<file path="config.mk">
export PLATFORM = sky130hd
export DESIGN_NAME = ps2_frame_receiver
export DESIGN_NICKNAME = d
export VERILOG_FILES = /design/src/rtl/ps2_frame_receiver.sv
export SDC_FILE = /design/constraint.sdc
export NUM_CORES = 1
export LEC_CHECK = 0
export BUFFER_PORTS_ARGS = -buffer_cell sky130_fd_sc_hd__buf_2
export CORE_MARGIN = 5
export CORE_UTILIZATION = 30
export DETAILED_ROUTE_END_ITERATION = 8
export GPL_TIMING_DRIVEN = 1
export SYNTH_ARGS = -nofsm -noshare
export SYNTH_HDL_FRONTEND = slang
export SYNTH_SLANG_ARGS = --single-unit
</file>
<file path="constraint.sdc">
create_clock -name qzt_clk -period 2.6 [get_ports qzt_clk]
set_input_delay 0.52 -clock qzt_clk [delete_from_list [all_inputs] [get_ports qzt_clk]]
set_output_delay 0.52 -clock qzt_clk [all_outputs]
set_load 0.02 [all_outputs]
</file>
<file path="src/rtl/ps2_frame_receiver.sv">
// Device-to-host PS/2 frame receiver: synchronises and deglitches the PS/2 clock,
// shifts in 11-bit frames and reports each frame as exactly one strobe.
module ps2_frame_receiver #(
  parameter int FILTER_LEN     = 8,
  parameter int TIMEOUT_CYCLES = 10000
) (
  input  logic       qzt_clk,
  input  logic       reset,
  input  logic       ps2_clk,
  input  logic       ps2_data,
  input  logic       rx_en,
  output logic [7:0] rx_byte,
  output logic       rx_valid,
  output logic       parity_err,
  output logic       frame_err,
  output logic       busy
);

  localparam int TO_W = $clog2(TIMEOUT_CYCLES + 1);

  typedef enum logic [1:0] {
    ST_IDLE  = 2'd0,
    ST_SHIFT = 2'd1,
    ST_DONE  = 2'd2
  } state_t;

  // Data bits plus the parity bit must XOR to 1 for odd parity.
  function automatic logic odd_parity_ok(input logic [8:0] bits);
    return ^bits;
  endfunction

  logic            clk_meta_r, clk_sync_r, data_meta_r, data_sync_r;
  logic            filt_clk_r;
  logic [7:0]      filt_cnt_r;
  logic            fall_s;
  state_t          state_r;
  logic [3:0]      bit_cnt_r;
  logic [TO_W-1:0] to_cnt_r;
  logic [9:0]      shift_r;
  logic [7:0]      rx_byte_r;
  logic            rx_valid_r, parity_err_r, frame_err_r, busy_r;

  // Two-stage synchronisers for the asynchronous bus lines.
  always_ff @(posedge qzt_clk) begin
    if (reset) begin
      clk_meta_r  <= 1'b1;
      clk_sync_r  <= 1'b1;
      data_meta_r <= 1'b1;
      data_sync_r <= 1'b1;
    end else begin
      clk_meta_r  <= ps2_clk;
      clk_sync_r  <= clk_meta_r;
      data_meta_r <= ps2_data;
      data_sync_r <= data_meta_r;
    end
  end

  // Glitch filter: the filtered clock flips only after FILTER_LEN disagreeing samples in a row.
  always_ff @(posedge qzt_clk) begin
    if (reset) begin
      filt_clk_r <= 1'b1;
      filt_cnt_r <= 8'd0;
    end else if (clk_sync_r != filt_clk_r) begin
      if (filt_cnt_r == 8'(FILTER_LEN - 1)) begin
        filt_clk_r <= clk_sync_r;
        filt_cnt_r <= 8'd0;
      end else begin
        filt_cnt_r <= filt_cnt_r + 8'd1;
      end
    end else begin
      filt_cnt_r <= 8'd0;
    end
  end

  // The FSM acts on the same edge that drives the filtered clock low.
  assign fall_s = filt_clk_r & ~clk_sync_r & (filt_cnt_r == 8'(FILTER_LEN - 1));

  // Frame FSM with registered strobes; rx_en low forces idle and drops any pending strobe.
  always_ff @(posedge qzt_clk) begin
    if (reset) begin
      state_r      <= ST_IDLE;
      bit_cnt_r    <= 4'd0;
      to_cnt_r     <= '0;
      shift_r      <= 10'd0;
      rx_byte_r    <= 8'h00;
      rx_valid_r   <= 1'b0;
      parity_err_r <= 1'b0;
      frame_err_r  <= 1'b0;
      busy_r       <= 1'b0;
    end else begin
      rx_valid_r   <= 1'b0;
      parity_err_r <= 1'b0;
      frame_err_r  <= 1'b0;
      if (!rx_en) begin
        state_r   <= ST_IDLE;
        bit_cnt_r <= 4'd0;
        to_cnt_r  <= '0;
        busy_r    <= 1'b0;
      end else begin
        case (state_r)
          ST_IDLE: begin
            to_cnt_r <= '0;
            if (fall_s) begin
              if (!data_sync_r) begin
                state_r   <= ST_SHIFT;
                bit_cnt_r <= 4'd1;
                busy_r    <= 1'b1;
              end else begin
                frame_err_r <= 1'b1;
              end
            end
          end
          ST_SHIFT: begin
            if (fall_s) begin
              shift_r   <= {data_sync_r, shift_r[9:1]};
              bit_cnt_r <= bit_cnt_r + 4'd1;
              to_cnt_r  <= '0;
              if (bit_cnt_r == 4'd10) begin
                state_r <= ST_DONE;
                busy_r  <= 1'b0;
              end
            end else if (to_cnt_r == TO_W'(TIMEOUT_CYCLES - 1)) begin
              frame_err_r <= 1'b1;
              state_r     <= ST_IDLE;
              bit_cnt_r   <= 4'd0;
              to_cnt_r    <= '0;
              busy_r      <= 1'b0;
            end else begin
              to_cnt_r <= to_cnt_r + TO_W'(1);
            end
          end
          ST_DONE: begin
            state_r   <= ST_IDLE;
            bit_cnt_r <= 4'd0;
            to_cnt_r  <= '0;
            // A bad stop bit outranks a parity fault so each frame yields one strobe.
            if (!shift_r[9]) begin
              frame_err_r <= 1'b1;
            end else if (!odd_parity_ok(shift_r[8:0])) begin
              parity_err_r <= 1'b1;
            end else begin
              rx_byte_r  <= shift_r[7:0];
              rx_valid_r <= 1'b1;
            end
          end
          default: begin
            state_r   <= ST_IDLE;
            bit_cnt_r <= 4'd0;
            to_cnt_r  <= '0;
            busy_r    <= 1'b0;
          end
        endcase
      end
    end
  end

  assign rx_byte    = rx_byte_r;
  assign rx_valid   = rx_valid_r;
  assign parity_err = parity_err_r;
  assign frame_err  = frame_err_r;
  assign busy       = busy_r;

endmodule
</file>
==> results_dict.tcl <==
set metrics [dict create \
    status "finished, final reports clean" \
    ys_top_cells_by_area "dfxtp_1 47%, nor2_1 6.4%, nand3_1 4.3%" \
    synth_top_area_cell "dfxtp_1" \
    diodes 0 \
    firstDrtPassIters 4 \
    io_buffers 16 \
    tightest_slew_ns 0.697 \
    die_w_um 98.4 \
    p_clk_share_pct 38.6 \
    worstSkewPairLatency_ns 0.30 \
    synthCells 256 \
    synth_top_area_share_pct 47.0 \
    leakage_nw 0.978 \
    drt_wl_total_mm 4.21 \
    grt_pass1_vias 1612 \
    synth_seq_cells 55 \
    syn_nets 266 \
    path_class "reg2reg" \
    syn_area_um2 2340 \
    period_share_pct 79.7 \
    slew_headroom_pct 53.1 \
    htreeDepth 2 \
    grt_max_degree 28 \
    finalSetupViolations 0 \
    avgSynthCellArea_um2 9.16 \
    viasPerCell 4.64 \
    pwr-share-comb_pct 1.7 \
    io_pins 17 \
    max-cap-violations 0 \
    yosys_warnings 0 \
    drt_iter0_drc 69 \
    grt_setup_unrepaired "no" \
    p_switching_w 0.000284 \
    cts.sinks 55 \
    async_flop_share_pct 0 \
    dominantRegCellSynth "dfxtp_1" \
    min_period_ns 2.07 \
    clkTransAtPathRegs_ns 0.10 \
    end_kind "flop" \
    drcViolationCount 0 \
    cts_hold_buf 0 \
    ir_worst_vdd_v 0.000201 \
    ant_nets 0 \
    cts_tree "yes" \
    p_per_area_nw_per_um2 537 \
    overflow 0 \
    grt_pass1_wl_mm 7.45 \
    drive_gt1_share_pct 13.6 \
    min_path_type "in2reg" \
    internal-power_w 0.00113 \
    die-area_um2 9680 \
    antenna_found_initial 0 \
    cp.arrival_ns 2.26 \
    start_kind "flop" \
    clock_path_buffers 2 \
    cts_resized 0 \
    hold_ws_ns 0.397 \
    syn_to_final_growth_pct 12.5 \
    p_sw_share_pct 20.0 \
    synth_edf_count 0 \
    core_area_um2 7690 \
    pwr-share-seq_pct 59.7 \
    initial_utilization_pct 30.5 \
    max_freq_mhz 483 \
    gp_congestion 0.785 \
    setup_tns_ns 0 \
    fin_nets 282 \
    hold_viol 0 \
    rows 32 \
    numCtsBuffers 5 \
    finClkSkew_ns 0.00760 \
    grtUsageTotal_pct 9.13 \
    postCtsSetupBuffers 0 \
    worstPathMaxFanout 13 \
    seq_area_frac_synth_pct 47.0 \
    die_h_um 98.4 \
    vias 1734 \
    slew_viol_final 0 \
    clockRootBuffer "clkbuf_8" \
    crit_required_ns 2.79 \
    synth_cell_types 41 \
    post_drt_wl_per_cell_um 11.2 \
    hpwl_mm 3.02 \
]
==> cells by family (layout without fill, tap and decap cells) <==
family	count (synthesis)	in the layout	share of synthesized area [%]
simple gates	122	122	26.4
buf+inv	16	32	2.61
xor+xnor	24	24	10.2
fa+ha+maj	5	5	2.67
mux	10	10	4.80
flops	55	55	47.0
compound gates	24	24	6.40
==> worst max-delay path, cell delays in order (launching register included) <==
cell	delay (ns)
dfxtp_1	0.35
or4b_2	0.69
nor4_2	0.29
nor2_1	0.16
nand2_1	0.36
nor2_1	0.10
==> flip-flops by register name (all words and copies together), names as in the netlist <==
name	cells
state_r	2
data_meta_r	1
clk_sync_r	1
bit_cnt_r	4
filt_clk_r	1
frame_err	1
filt_cnt_r	8
rx_valid	1
shift_r	10
busy	1
data_sync_r	1
clk_meta_r	1
rx_byte	8
parity_err	1
to_cnt_r	14
==> worst paths after layout <==
| kind | from | to | slack [ns] | depth (start not counted) |
|---|---|---|---|---|
| worst max register to register | to_cnt_r[6]$_SDFF_PP0_ | to_cnt_r[8]$_SDFF_PP0_ | 0.53 | 5 |
| worst min-delay path | ps2_clk | clk_meta_r$_SDFF_PP1_ | 0.40 | 2 |
| worst max-delay path | to_cnt_r[6]$_SDFF_PP0_ | to_cnt_r[8]$_SDFF_PP0_ | 0.53 | 5 |
| worst min register to register | data_meta_r$_SDFF_PP1_ | data_sync_r$_SDFF_PP1_ | 0.42 | 1 |
==> Yosys cell counts, types with 3 or more instances <==
master,number
nand3_1,20
nor2_1,40
or2_2,6
xor2_1,11
nor4_1,3
inv_1,7
nand2b_1,3
xnor2_1,11
clkbuf_1,8
nor3_1,9
nand2_1,19
a21oi_1,12
and3_1,7
mux2i_1,9
ha_1,5
dfxtp_1,55
==> final cells by class <==
cell class | instances | area [um^2]
fill | 811 | 5050
sequential | 55 | 1100
tap | 102 | 128
clock buffer | 5 | 68.8
multi-input combinational | 185 | 1180
inverter | 7 | 26.3
clock inverter | 2 | 37.5
timing repair buffer | 18 | 95.1
==> through the flow <==
stage	utilization, %	setup WS (ns)	area, um^2	total power [W]	cells
after detailed placement	32.9	0.541	2530	0.000891	367
after global routing	34.3	0.296	2640	0.00148	374
after CTS	34.3	0.527	2640	0.00144	374
after global placement	32.9	0.598	2530	0.000891	367
final	34.3	0.529	2640	0.00142	374
after floorplan	-	0.813	2340	0.000882	256
==> per-layer routing <==
layer	vias up	track usage [%]	wire [um]
li1	903	-	-
met1	805	13.0	2200
met2	20	13.3	1830
met3	6	2.50	123
met4	0	3.15	51
met5	-	0	0
==> layout by cell type (no fill, tap or decap), drive strengths merged, types with 6 or more instances in the layout <==
cell type	count
xor2	11
inv	7
buf	18
and3	7
a21oi	12
dfxtp	55
or2	6
mux2i	10
nand2	19
nor3	9
xnor2	11
nor2	40
nand3	20
==> power by group through the flow <==
stage               combinational (W)  clock [W]  sequential, W
global route                0.0000265   0.000606       0.000848
floorplan                   0.0000160          0       0.000866
detailed placement          0.0000242          0       0.000867
global placement            0.0000242          0       0.000867
CTS                         0.0000241   0.000572       0.000847
finish                      0.0000237   0.000548       0.000847
(Power assumes the default switching activity.)
